`config.mk`:
```
export PLATFORM = sky130hd
export DESIGN_NAME = uart_rx_datapath
export DESIGN_NICKNAME = d
export VERILOG_FILES = /design/src/rtl/uart_pkg.sv /design/src/rtl/uart_rx_bit_counter.sv /design/src/rtl/uart_rx_datapath.sv
export SDC_FILE = /design/constraint.sdc
export NUM_CORES = 1
export LEC_CHECK = 0
export ABC_AREA = 1
export BUFFER_PORTS_ARGS = -buffer_cell sky130_fd_sc_hd__buf_4
export CORE_UTILIZATION = 56
export DETAILED_ROUTE_END_ITERATION = 6
export GPL_TIMING_DRIVEN = 0
export PLACE_DENSITY = 0.78
export RECOVER_POWER = 50
export REMOVE_ABC_BUFFERS = 1
export SLEW_MARGIN = 5
export SYNTH_ARGS = -nofsm -noshare
export SYNTH_HDL_FRONTEND = slang
export SYNTH_HIERARCHICAL = 1
export SYNTH_SLANG_ARGS = --single-unit
```
`constraint.sdc`:
```
create_clock -name clk -period 2.7 [get_ports clk]
set_clock_uncertainty 0.1 [all_clocks]
set_input_delay 0.27 -clock clk [delete_from_list [all_inputs] [get_ports clk]]
set_output_delay 0.27 -clock clk [all_outputs]
set_load 0.02 [all_outputs]
```
`src/rtl/uart_pkg.sv`:
```
// Shared defaults and helpers for the UART receive datapath.
// Parity support is controlled by the UART_RX_PARITY_EN macro.
package uart_pkg;
  localparam int DATA_BITS_DEF = 8;
  localparam int STOP_BITS_DEF = 1;
`ifdef UART_RX_PARITY_EN
  localparam int PARITY_BITS = 1;
`else
  localparam int PARITY_BITS = 0;
`endif

  function automatic int cnt_w(input int total);
    return $clog2(total + 1);
  endfunction
endpackage

```
`src/rtl/uart_rx_bit_counter.sv`:
```
// Saturating frame-bit counter with a clear and an enable.
// The terminal flag is registered from the next count, so it rises the cycle after the last sample.
module uart_rx_bit_counter #(
  parameter int TOTAL = 9,
  parameter int W     = 4
) (
  input  logic         clk,
  input  logic         rst,
  input  logic         clr,
  input  logic         en,
  output logic [W-1:0] count,
  output logic         done
);
  logic [W-1:0] count_nxt;

  always_comb begin
    count_nxt = count;
    if (clr)                           count_nxt = '0;
    else if (en && count != W'(TOTAL)) count_nxt = count + 1'b1;
  end

  always_ff @(posedge clk) begin
    if (rst) begin
      count <= '0;
      done  <= 1'b0;
    end else begin
      count <= count_nxt;
      done  <= (count_nxt == W'(TOTAL));
    end
  end
endmodule

```
`src/rtl/uart_rx_datapath.sv`:
```
// UART receive datapath: frame shift register, bit counter, holding register and error flags.
// Optional parity checking is enabled by defining UART_RX_PARITY_EN.
module uart_rx_datapath
  import uart_pkg::*;
#(
  parameter int DATA_BITS = DATA_BITS_DEF,
  parameter int STOP_BITS = STOP_BITS_DEF
`ifdef UART_RX_PARITY_EN
  , parameter bit PARITY_ODD = 1'b0
`endif
) (
  input  logic                 clk,
  input  logic                 rst,
  input  logic                 rx,
  input  logic                 shift_pulse,
  input  logic                 done_pulse,
  output logic                 count_done,
  output logic [DATA_BITS-1:0] rx_data,
  output logic                 rx_valid,
  input  logic                 rx_ready,
  output logic                 frame_err,
  output logic                 overrun_err,
`ifdef UART_RX_PARITY_EN
  output logic                 parity_err,
`endif
  input  logic                 err_clr
);
  localparam int TOTAL = DATA_BITS + PARITY_BITS + STOP_BITS;
  localparam int CW    = cnt_w(TOTAL);

  logic [TOTAL-1:0] sreg, frame;
  logic [CW-1:0]    count;
  logic             sample, load, ovr;

  // done_pulse wins over a coincident sample; a full counter ignores samples
  assign sample = shift_pulse && !done_pulse && (count != CW'(TOTAL));
  assign load   = done_pulse && (!rx_valid || rx_ready);
  assign ovr    = done_pulse && rx_valid && !rx_ready;

  // Right-align a short frame so unsampled positions (including stop bits) read 0
  assign frame = sreg >> (CW'(TOTAL) - count);

  uart_rx_bit_counter #(.TOTAL(TOTAL), .W(CW)) u_cnt (
    .clk   (clk),
    .rst   (rst),
    .clr   (done_pulse),
    .en    (sample),
    .count (count),
    .done  (count_done)
  );

  always_ff @(posedge clk) begin
    if (rst) begin
      sreg        <= '0;
      rx_data     <= '0;
      rx_valid    <= 1'b0;
      frame_err   <= 1'b0;
      overrun_err <= 1'b0;
`ifdef UART_RX_PARITY_EN
      parity_err  <= 1'b0;
`endif
    end else begin
      if (done_pulse)  sreg <= '0;
      else if (sample) sreg <= {rx, sreg[TOTAL-1:1]};

      if (load) begin
        rx_data    <= frame[DATA_BITS-1:0];
        frame_err  <= ~&frame[TOTAL-1 -: STOP_BITS];
        rx_valid   <= 1'b1;
`ifdef UART_RX_PARITY_EN
        parity_err <= ((^frame[DATA_BITS-1:0]) ^ frame[DATA_BITS]) != PARITY_ODD;
`endif
      end else if (rx_valid && rx_ready) begin
        rx_valid <= 1'b0;
      end

      if (ovr)          overrun_err <= 1'b1;
      else if (err_clr) overrun_err <= 1'b0;
    end
  end
endmodule
```
==> summary.md <==
| Metric | Value |
|---|---|
| Status | finished, final reports clean |
| DR iter-0 viols | 23 |
| Final worst setup slack | 333.4 ps |
| Layout Nets | 235 |
| Fill cell count | 224 |
| Pins Over Slew Limit | 0 |
| MaxCap Viol Count | 0 |
| Area Overhead vs Synth | 8.206% |
| DRT antenna net count | 0 |
| Core area | 2276 um^2 |
| N_diodes | 0 |
| Post-layout min period | 2367 ps |
| Die Ht | 51.78 um |
| Setup tns final | 0 ps |
| CTS Root Cell | clkbuf_4 |
| Share of layout cells above drive strength 1 | 0.1384 |
| Cts hold-fix bufs | 0 |
| Largest family of logic cells by synthesized area | simple AND/OR/NAND/NOR gates |
| Simple-gate share of the synthesized area | 0.4121 |
| Mean Syn Cell Area | 6.736 um^2 |
| DRT Pass-1 Iters | 4 |
| Initial Util | 0.6097 |
| Most frequent cells in the layout | nand2_1, nor2_1, nand3_1 |
| RSZ-0062 raised after global routing | false |
| Hold WS | 69.44 ps |
| TritonCTS Buffers | 3 |
| Initial antenna violation count | 0 |
| Post-DP HPWL | 2.118 mm |
| Min-delay worst type | input port to flip-flop |
| Resize count post-CTS | 0 |
| Global placement routability congestion | 0.8985 |
| Global-route usage over all layers | 0.2485 |
| Cell count after placement | 248 |
| Setup Crit Path Kind | flip-flop to flip-flop |
| CTS sink count | 25 |
| Die area | 2681 um^2 |
| Seq cells post-synth | 25 |
| Post-synthesis cell count | 206 |
| Row cnt | 17 |
| Synth cell types | 22 |
| Worst rel slew slack | 0.5747 |
| DR vias/cell | 5.274 |
| Routed len/inst | 11.31 um |
| Reg clk slew, reported paths | 140 ps |
| Cell area power density | 428.2 nW/um^2 |
| Global-route wire length before repair | 5.057 mm |
| Synthesized-area fraction occupied by adder cells | 0.02705 |
| Post-Layout Cell Count | 252 |
| Post-CTS setup buffer count | 0 |
| Max Fclk | 0.4226 GHz |
| Reg2reg setup slack | 330 ps |
| Finish-stage setup viols | 0 |
| H-tree Lvls | 1 |
| CP required | 2850 ps |
| Hold Vio Cnt, Final | 0 |
| CP Max Fanout | 12 |
| Peak VDD IR | 0.3265 mV |
| I/O pin total | 19 |
| Clk Latency, worst-skew pair | 310 ps |
| Final Cycle Share | 0.8765 |
| Most common cell after layout, fill and taps aside | nand2_1 |
| Post-Synth XOR/XNOR Area | 0 |
| Worst-margin pin slew | 637.1 ps |
| Largest net degree at the start of global routing | 19 |
| Total gr overflow | 0 |
| DRT Wirelength | 2.851 mm |
| Pre-CTS setup slack | 412.9 ps |
| CP Launch Type | flip-flop |
| Post-synthesis mux area share | 0 |
| Storage element area | 500.5 um^2 |
| Lkg Pwr | 0.6361 nW |
| Vias in the first global route | 1,179 |
| DRC viols | 0 |
| CTS tree | done |
| Routed vias | 1,329 |
| CP arrival | 2520 ps |
| Area of the multi-input gates | 765.7 um^2 |
| Port Buf Inserts | 18 |
| Die Wd | 51.78 um |
| Seq/Total Area, Yosys | 0.3607 |
| Worst setup EP type | flip-flop |
| Deepest clock path buffer count | 2 |
| Area fraction in compound gates after synthesis | 0.1127 |
| Post-Syn Area | 1388 um^2 |
| Syn. warnings | 6 |
## area by class of cell
cell class | instances | area share
tap | 28 | 0.02333
sequential | 25 | 0.3333
inverter | 21 | 0.05583
timing repair buffer | 18 | 0.06000
multi-input combinational | 156 | 0.5100
clock buffer | 4 | 0.01750
## Yosys cell counts, drive strengths merged
master / n / area share
o21ai: 16 / 0.058
inv: 20 / 0.054
a21oi: 13 / 0.055
nand2: 62 / 0.19
nor2: 30 / 0.088
nand3: 30 / 0.13
buf: 3 / 0.024
nor3: 1 / 0.0036
dfxtp: 25 / 0.36
ha: 3 / 0.027
nand4: 1 / 0.0045
clkbuf: 1 / 0.0027
clkinv: 1 / 0.0063
## report_power, final
group	internal (mW)	switching, mW
Sequential	0.378	0.0121
Combinational	0.0283	0.0552
Clock	0.0576	0.111
Total	0.464	0.179
## worst paths after layout
path,cells past startpoint,start,endpoint
worst max-delay path,11,u_cnt/count[1]$_SDFF_PP0_,u_cnt/done$_SDFF_PP0_
worst min-delay path,3,rx,sreg[8]$_SDFFE_PP0P_
worst max register to register,11,u_cnt/count[1]$_SDFF_PP0_,u_cnt/done$_SDFF_PP0_
worst min register to register,2,rx_data[4]$_SDFFE_PP0P_,rx_data[4]$_SDFFE_PP0P_
## critical path, cell delays in order (launching register included)
cell,delay [ps]
dfxtp_1,610
inv_2,200
ha_1,290
nand3_1,110
nand2_1,120
inv_2,140
nand2_4,90
inv_2,170
a21oi_1,120
nor2_1,150
nand3_1,100
nor2_1,100
## cell families (layout without fill, tap and decap cells)
logic type               count (synthesis)  after routing
AO/OA/AOI/OAI                           29             29
adder cells (fa/ha/maj)                  3              3
buffers and inverters                   25             43
flip-flops                              25             25
AND/OR/NAND/NOR                        124            124
## through the flow
step / power [mW] / area (um^2) / utilization
after floorplan: 0.4532 / 1350 / -
after global placement: 0.4813 / 1520 / 0.6679
after detailed placement: 0.4839 / 1520 / 0.6679
after CTS: 0.6488 / 1546 / 0.6795
after global routing: 0.6728 / 1501 / 0.6597
final: 0.6429 / 1501 / 0.6597
## per-layer routing
| layer | global-route usage | wire length (um) |
|---|---|---|
| met1 | 0.3141 | 1348 |
| met2 | 0.4351 | 1337 |
| met3 | 0.02924 | 126 |
| met4 | 0.08108 | 38 |
| met5 | 0 | 0 |
## sequential cells by signal, summed over array words and instances (netlist names)
register     cells
u_cnt/done       1
overrun_err      1
u_cnt/count      4
rx_data          8
frame_err        1
rx_valid         1
sreg             9
Note: power is estimated with default switching activity, not from simulation.
